--- config.mk ---
export PLATFORM = sky130hd
export DESIGN_NAME = conv_axi4_lite_master
export DESIGN_NICKNAME = d
export VERILOG_FILES = /design/src/rtl/conv_axi_pkg.sv /design/src/rtl/axi_lite_wr_chan.sv /design/src/rtl/conv_axi4_lite_master.sv
export SDC_FILE = /design/constraint.sdc
export NUM_CORES = 1
export LEC_CHECK = 0
export CAP_MARGIN = 5
export CORE_ASPECT_RATIO = 1.2
export CORE_MARGIN = 2
export CORE_UTILIZATION = 41
export CTS_BUF_LIST = sky130_fd_sc_hd__clkbuf_8
export DETAILED_ROUTE_END_ITERATION = 7
export PLACE_DENSITY = 0.82
export SLEW_MARGIN = 0
export SYNTH_ARGS = -nofsm -noshare
export SYNTH_HDL_FRONTEND = slang
export SYNTH_HIERARCHICAL = 1
export SYNTH_SLANG_ARGS = --single-unit
--- constraint.sdc ---
create_clock -name clk -period 2.2 [get_ports clk]
set_input_delay 0.66 -clock clk [delete_from_list [all_inputs] [get_ports clk]]
set_output_delay 0.66 -clock clk [all_outputs]
set_load 0.05 [all_outputs]
--- src/rtl/conv_axi_pkg.sv ---
`default_nettype none
// ============================================================================
// Module      : conv_axi_pkg
// Description : Shared types and constants for the convolution accelerator
//               AXI4-Lite write initiator: FSM state encoding, register
//               offsets inside the accelerator slave, and fixed AXI fields.
// Ports       : none (package)
// Revision    : 1.0 - initial release
// ============================================================================
package conv_axi_pkg;

    typedef enum logic [2:0] {
        ST_IDLE      = 3'd0,
        ST_CMD_ADDR  = 3'd1,
        ST_CMD_RESP  = 3'd2,
        ST_PIX_FETCH = 3'd3,
        ST_PIX_ADDR  = 3'd4,
        ST_PIX_RESP  = 3'd5,
        ST_FIN       = 3'd6
    } wr_state_e;

    localparam logic [31:0] CMD_OFFSET   = 32'h0000_0000;
    localparam logic [31:0] DATA_OFFSET  = 32'h0000_0004;
    localparam logic [1:0]  RESP_OKAY    = 2'b00;
    localparam logic [2:0]  AXI_PROT_DEF = 3'b000;
    localparam logic [3:0]  AXI_STRB_ALL = 4'hF;

endpackage : conv_axi_pkg
`default_nettype wire

--- src/rtl/axi_lite_wr_chan.sv ---
`default_nettype none
// ============================================================================
// Module      : axi_lite_wr_chan
// Description : AW/W valid tracking for a single AXI4-Lite write. A launch
//               pulse raises both valids; each channel drops its valid on the
//               edge of its own handshake and stays low while the other
//               channel is still waiting. A channel whose valid is low after
//               launch is therefore "done".
// Ports       : clk, reset (async, active-low)
//               launch            - start a new write (both valids rise)
//               awready, wready   - slave readies
//               awvalid, wvalid   - registered valids to the slave
//               both_done         - both channels done or completing now;
//                                   only meaningful after a launch
// Revision    : 1.0 - initial release
// ============================================================================
module axi_lite_wr_chan (
    input  logic clk,
    input  logic reset,
    input  logic launch,
    input  logic awready,
    input  logic wready,
    output logic awvalid,
    output logic wvalid,
    output logic both_done
);

    logic awvalid_q, awvalid_d;
    logic wvalid_q,  wvalid_d;
    logic aw_done,   w_done;

    always_comb begin
        awvalid_d = awvalid_q;
        wvalid_d  = wvalid_q;
        if (launch) begin
            awvalid_d = 1'b1;
            wvalid_d  = 1'b1;
        end else begin
            if (awvalid_q && awready) awvalid_d = 1'b0;
            if (wvalid_q  && wready)  wvalid_d  = 1'b0;
        end
    end

    always_ff @(posedge clk or negedge reset) begin
        if (!reset) begin
            awvalid_q <= 1'b0;
            wvalid_q  <= 1'b0;
        end else begin
            awvalid_q <= awvalid_d;
            wvalid_q  <= wvalid_d;
        end
    end

    // A channel counts as done once its valid has dropped, or in the very
    // cycle its handshake completes, so the FSM can leave the address phase
    // in the same cycle as the final handshake.
    assign aw_done   = !awvalid_q || awready;
    assign w_done    = !wvalid_q  || wready;
    assign both_done = aw_done && w_done;

    assign awvalid = awvalid_q;
    assign wvalid  = wvalid_q;

endmodule : axi_lite_wr_chan
`default_nettype wire

--- src/rtl/conv_axi4_lite_master.sv ---
`default_nettype none
// ============================================================================
// Module      : conv_axi4_lite_master
// Description : AXI4-Lite write initiator that loads one image into the
//               convolution accelerator. On start it writes a clear command
//               to the command offset, then writes each upstream pixel to
//               the data offset, waiting for every B response before the
//               next write, and finally pulses done.
// Ports       : clk, reset (async, active-low)
//               start / busy / done / err          - frame control/status
//               pix_valid / pix_ready / pix_data   - upstream pixel stream
//               axi_aw*, axi_w*, axi_b*            - AXI4-Lite write channels
// Revision    : 1.0 - initial release
// ============================================================================
module conv_axi4_lite_master
    import conv_axi_pkg::*;
#(
    parameter int          N         = 7,
    parameter int          IMG       = 32,
    parameter logic [31:0] BASE_ADDR = 32'h0000_0000
) (
    input  logic          clk,
    input  logic          reset,
    input  logic          start,
    output logic          busy,
    output logic          done,
    output logic          err,
    input  logic          pix_valid,
    output logic          pix_ready,
    input  logic [N:0]    pix_data,
    output logic          axi_awvalid,
    input  logic          axi_awready,
    output logic [31:0]   axi_awaddr,
    output logic [2:0]    axi_awprot,
    output logic          axi_wvalid,
    input  logic          axi_wready,
    output logic [31:0]   axi_wdata,
    output logic [3:0]    axi_wstrb,
    input  logic          axi_bvalid,
    output logic          axi_bready,
    input  logic [1:0]    axi_bresp
);

    localparam int                PIX_TOTAL = IMG * IMG;
    localparam int                CNT_W     = $clog2(PIX_TOTAL) + 1;
    localparam logic [CNT_W-1:0]  LAST_CNT  = CNT_W'(PIX_TOTAL);

    wr_state_e          state_q,  state_d;
    logic [CNT_W-1:0]   cnt_q,    cnt_d;
    logic               err_q,    err_d;
    logic [31:0]        awaddr_q, awaddr_d;
    logic [31:0]        wdata_q,  wdata_d;
    logic               launch;
    logic               both_done;
    logic [CNT_W-1:0]   cnt_inc;

    assign cnt_inc = cnt_q + CNT_W'(1);

    // ------------------------------------------------------------------
    // Write channel tracker, shared by the command and pixel writes
    // ------------------------------------------------------------------
    axi_lite_wr_chan u_wr_chan (
        .clk       (clk),
        .reset     (reset),
        .launch    (launch),
        .awready   (axi_awready),
        .wready    (axi_wready),
        .awvalid   (axi_awvalid),
        .wvalid    (axi_wvalid),
        .both_done (both_done)
    );

    // ------------------------------------------------------------------
    // Next-state and datapath
    // ------------------------------------------------------------------
    always_comb begin
        state_d  = state_q;
        cnt_d    = cnt_q;
        err_d    = err_q;
        awaddr_d = awaddr_q;
        wdata_d  = wdata_q;
        launch   = 1'b0;

        unique case (state_q)
            ST_IDLE: begin
                if (start) begin
                    state_d  = ST_CMD_ADDR;
                    cnt_d    = '0;
                    err_d    = 1'b0;
                    awaddr_d = BASE_ADDR + CMD_OFFSET;
                    wdata_d  = 32'h0;
                    launch   = 1'b1;
                end
            end
            ST_CMD_ADDR: begin
                if (both_done) state_d = ST_CMD_RESP;
            end
            ST_CMD_RESP: begin
                if (axi_bvalid) begin
                    if (axi_bresp != RESP_OKAY) err_d = 1'b1;
                    state_d = ST_PIX_FETCH;
                end
            end
            ST_PIX_FETCH: begin
                if (pix_valid) begin
                    wdata_d  = 32'(pix_data);
                    awaddr_d = BASE_ADDR + DATA_OFFSET;
                    launch   = 1'b1;
                    state_d  = ST_PIX_ADDR;
                end
            end
            ST_PIX_ADDR: begin
                if (both_done) state_d = ST_PIX_RESP;
            end
            ST_PIX_RESP: begin
                if (axi_bvalid) begin
                    if (axi_bresp != RESP_OKAY) err_d = 1'b1;
                    cnt_d   = cnt_inc;
                    state_d = (cnt_inc == LAST_CNT) ? ST_FIN : ST_PIX_FETCH;
                end
            end
            ST_FIN: begin
                state_d = ST_IDLE;
            end
            default: begin
                state_d = ST_IDLE;
            end
        endcase
    end

    always_ff @(posedge clk or negedge reset) begin
        if (!reset) begin
            state_q  <= ST_IDLE;
            cnt_q    <= '0;
            err_q    <= 1'b0;
            awaddr_q <= 32'h0;
            wdata_q  <= 32'h0;
        end else begin
            state_q  <= state_d;
            cnt_q    <= cnt_d;
            err_q    <= err_d;
            awaddr_q <= awaddr_d;
            wdata_q  <= wdata_d;
        end
    end

    // ------------------------------------------------------------------
    // Outputs: decoded from registered state only
    // ------------------------------------------------------------------
    assign busy       = (state_q != ST_IDLE) && (state_q != ST_FIN);
    assign done       = (state_q == ST_FIN);
    assign err        = err_q;
    assign pix_ready  = (state_q == ST_PIX_FETCH);
    assign axi_bready = (state_q == ST_CMD_RESP) || (state_q == ST_PIX_RESP);
    assign axi_awaddr = awaddr_q;
    assign axi_wdata  = wdata_q;
    assign axi_awprot = AXI_PROT_DEF;
    assign axi_wstrb  = AXI_STRB_ALL;

endmodule : conv_axi4_lite_master
`default_nettype wire

==> out/metrics.cfg <==
[critical_path]
crit_path_max_fanout = 3
max_stage_delay_ps = 810
r2r-start = state_q[2]
worstPathRequired_ps = 1540
crit_slowest_cell = clkdlybuf4s50_1
critPathBufInv = 1
crit_chain = clkdlybuf4s50_1
path_delay_family = buffers and inverters
cp-start-kind = flop
crit_arrival_ps = 1480
cp-end-kind = output port
worstSetupPathType = reg -> out
crit_start = u_wr_chan/awvalid

[global_routing]
antenna_found_initial = 0
first_global_vias = 1269
track_usage_pct = 13.8
overflow = 0
grt_max_degree = 27
grt_pass1_wl_um = 5580

[synth]
synth_area_leaders = dfrtp_1, buf_4, a22o_1, o21ai_0, nand2_1
avgSynthCellArea_um2 = 8.85
synth_area_leader_cell = dfrtp_1
synthTopCellsByCount = buf_4, dfrtp_1, nand2_1, o21ai_0, nor2_1
synth-seq-cells = 26
ys_warn_count = 6
synth-edff-count = 0
synth-main-ff-cell = dfrtp_1
synth_top_area_share_pct = 35.0
netlist_area_um2 = 1860
yosysUniqueCellTypes = 42
yosysSeqAreaShare_pct = 35.0
yosys.cell_count.top_type = buf_4
netlist_instances = 210
async_flop_share_pct = 100

[sta]
worst_pin_slew_ps = 517
max_slew_margin_pct = 65.4
period_minus_slack_ps = 2140
max_freq_ghz = 0.468
min_period_over_period_pct = 97.1
skew_ps = 1.98
setup_viol = 0
drv_slew = 0
rsz0062_at_grt = no
hold_ws_ps = 505
finalHoldViolations = 0

[place]
finalWeightedCongestion = 0.832
hpwl_um = 2580
portBuffers = 32

[final_layout]
drive_above_1_share_pct = 12.4
fill_cells = 417
nNetsFinal = 260
seqCellArea_um2 = 653
fin_util_pct = 49.4
antennaDiodeCount = 0
multi_input_area_um2 = 932
layout-area-overhead-vs-synth_pct = 14.3

[clock_network]
cts_tree = built
cts_setup_buffers = 0
cts-htree-levels = 1
clock-sinks = 26
clockBufferDepth = 2
cts_buffers = 3
cts_root_buffer = clkbuf_8
cts.clk_slew.worst_paths_ps = 90
cts-hold-fix-buffers = 0
worstSkewPairLatency_ps = 280

[route]
vias_per_cell = 4.63
num_vias = 1374
ant_nets = 0
drt-wirelength-per-cell_um = 11.5
drt-initial-drc-count = 47
first_pass_iters = 4
drc = 0
drt-total-wl_um = 3420

[floorplan]
die_area_um2 = 5090
num_rows = 26
core-area_um2 = 4290
die_h_um = 77.7
start_util_pct = 43.3
die_w_um = 65.5
ioPinCount = 95

[power_and_ir_drop]
peakVddDrop_mv = 1.03
finalPower_mw = 2.87
p_leak_nw = 1.04
powerDensity_nw_per_um2 = 1350

[job]
maxCapViolations = 0

[min_path]
hold_start = axi_awaddr[2]
min_path_type = reg -> reg

[run_status]
status = finished clean

## path summary, 6_finish.rpt
check	end	slack, ps	depth (start not counted)
max in group asynchronous	state_q[0]	1180	2
worst max-delay path	axi_awvalid	60	1
min in group asynchronous	cnt_q[4]	750	2
worst min register to register	axi_awaddr[2]	500	1
worst min-delay path	axi_awaddr[2]	500	1
worst max register to register	u_wr_chan/wvalid	440	6
## final cells by class
| cell class | count | share of cell area (%) |
|---|---|---|
| Multi-Input combinational cell | 171 | 43.9 |
| Sequential cell | 26 | 30.8 |
| Timing Repair Buffer | 35 | 17.8 |
| Tap cell | 56 | 3.30 |
| Clock buffer | 3 | 1.94 |
| Clock inverter | 1 | 1.41 |
| Inverter | 5 | 0.884 |
## per-layer routing
layer,up-vias,track usage [%],part of all wire (%)
met5,-,0,0
met4,0,3.75,0.88
met3,4,3.62,8.6
met2,69,23.1,49
met1,645,17.5,41
li1,656,-,-
## layout by cell type, fill, tap and decap left out, types with 2 or more instances in the layout
master           synthesis  layout
conb_1                   2      62
clkdlybuf4s50_1          0      26
dfrtp_1                 26      24
nand2_1                 15      15
o21ai_0                 15      14
nor2_1                  14      13
a22o_1                  10      10
nand3_1                  9       9
a21oi_1                  5       5
buf_4                   63       5
xor2_1                   4       4
buf_12                   0       4
and3_1                   4       3
inv_1                    4       3
nand4_1                  3       3
a21o_1                   3       3
clkbuf_8                 0       3
inv_2                    1       2
and2_1                   2       2
o31ai_1                  2       2
dfrtp_2                  0       2
## stage by stage
stage	worst slack [ps]	area (um^2)	TNS, ps	cells
2_1_floorplan	132	2090	0	270
3_3_place_gp	0.464	2040	0	293
3_5_place_dp	-54.5	2040	-54.5	293
4_1_cts	38.4	2110	0	297
5_1_grt	22.1	2120	0	297
6_report	64.0	2120	0	297
## sequential cells by signal, summed over array words and instances (netlist names)
signal             cells
u_wr_chan/wvalid       1
err                    1
axi_awaddr             1
u_wr_chan/awvalid      1
axi_wdata              8
state_q                3
cnt_q                 11
## power by group
part           total (mW)  leakage (nW)  internal (mW)  switching [mW]
Clock               0.405        0.0357          0.244           0.161
Combinational        1.67         0.663          0.585            1.09
Sequential          0.788         0.344          0.622           0.167
Total                2.87          1.04           1.45            1.41
## cell families after synthesis
| family | count (synthesis) | share of synthesized area, % |
|---|---|---|
| other | 2 | 0.404 |
| xor gates and xnor gates | 4 | 1.89 |
| and+or+nand+nor | 59 | 17.0 |
| muxes | 1 | 0.539 |
| adders and majority gates | 1 | 0.673 |
| AOI/OAI and AO/OA | 44 | 16.8 |
| buffers and inverters | 73 | 27.7 |
| DFF | 26 | 35.0 |
## what timing repair did
item                       in CTS  in global routing
gates resized for setup         2                  4
gates cloned                    0                  0
setup endpoints to repair       1                  2
Power figures use the tool's default switching activity.
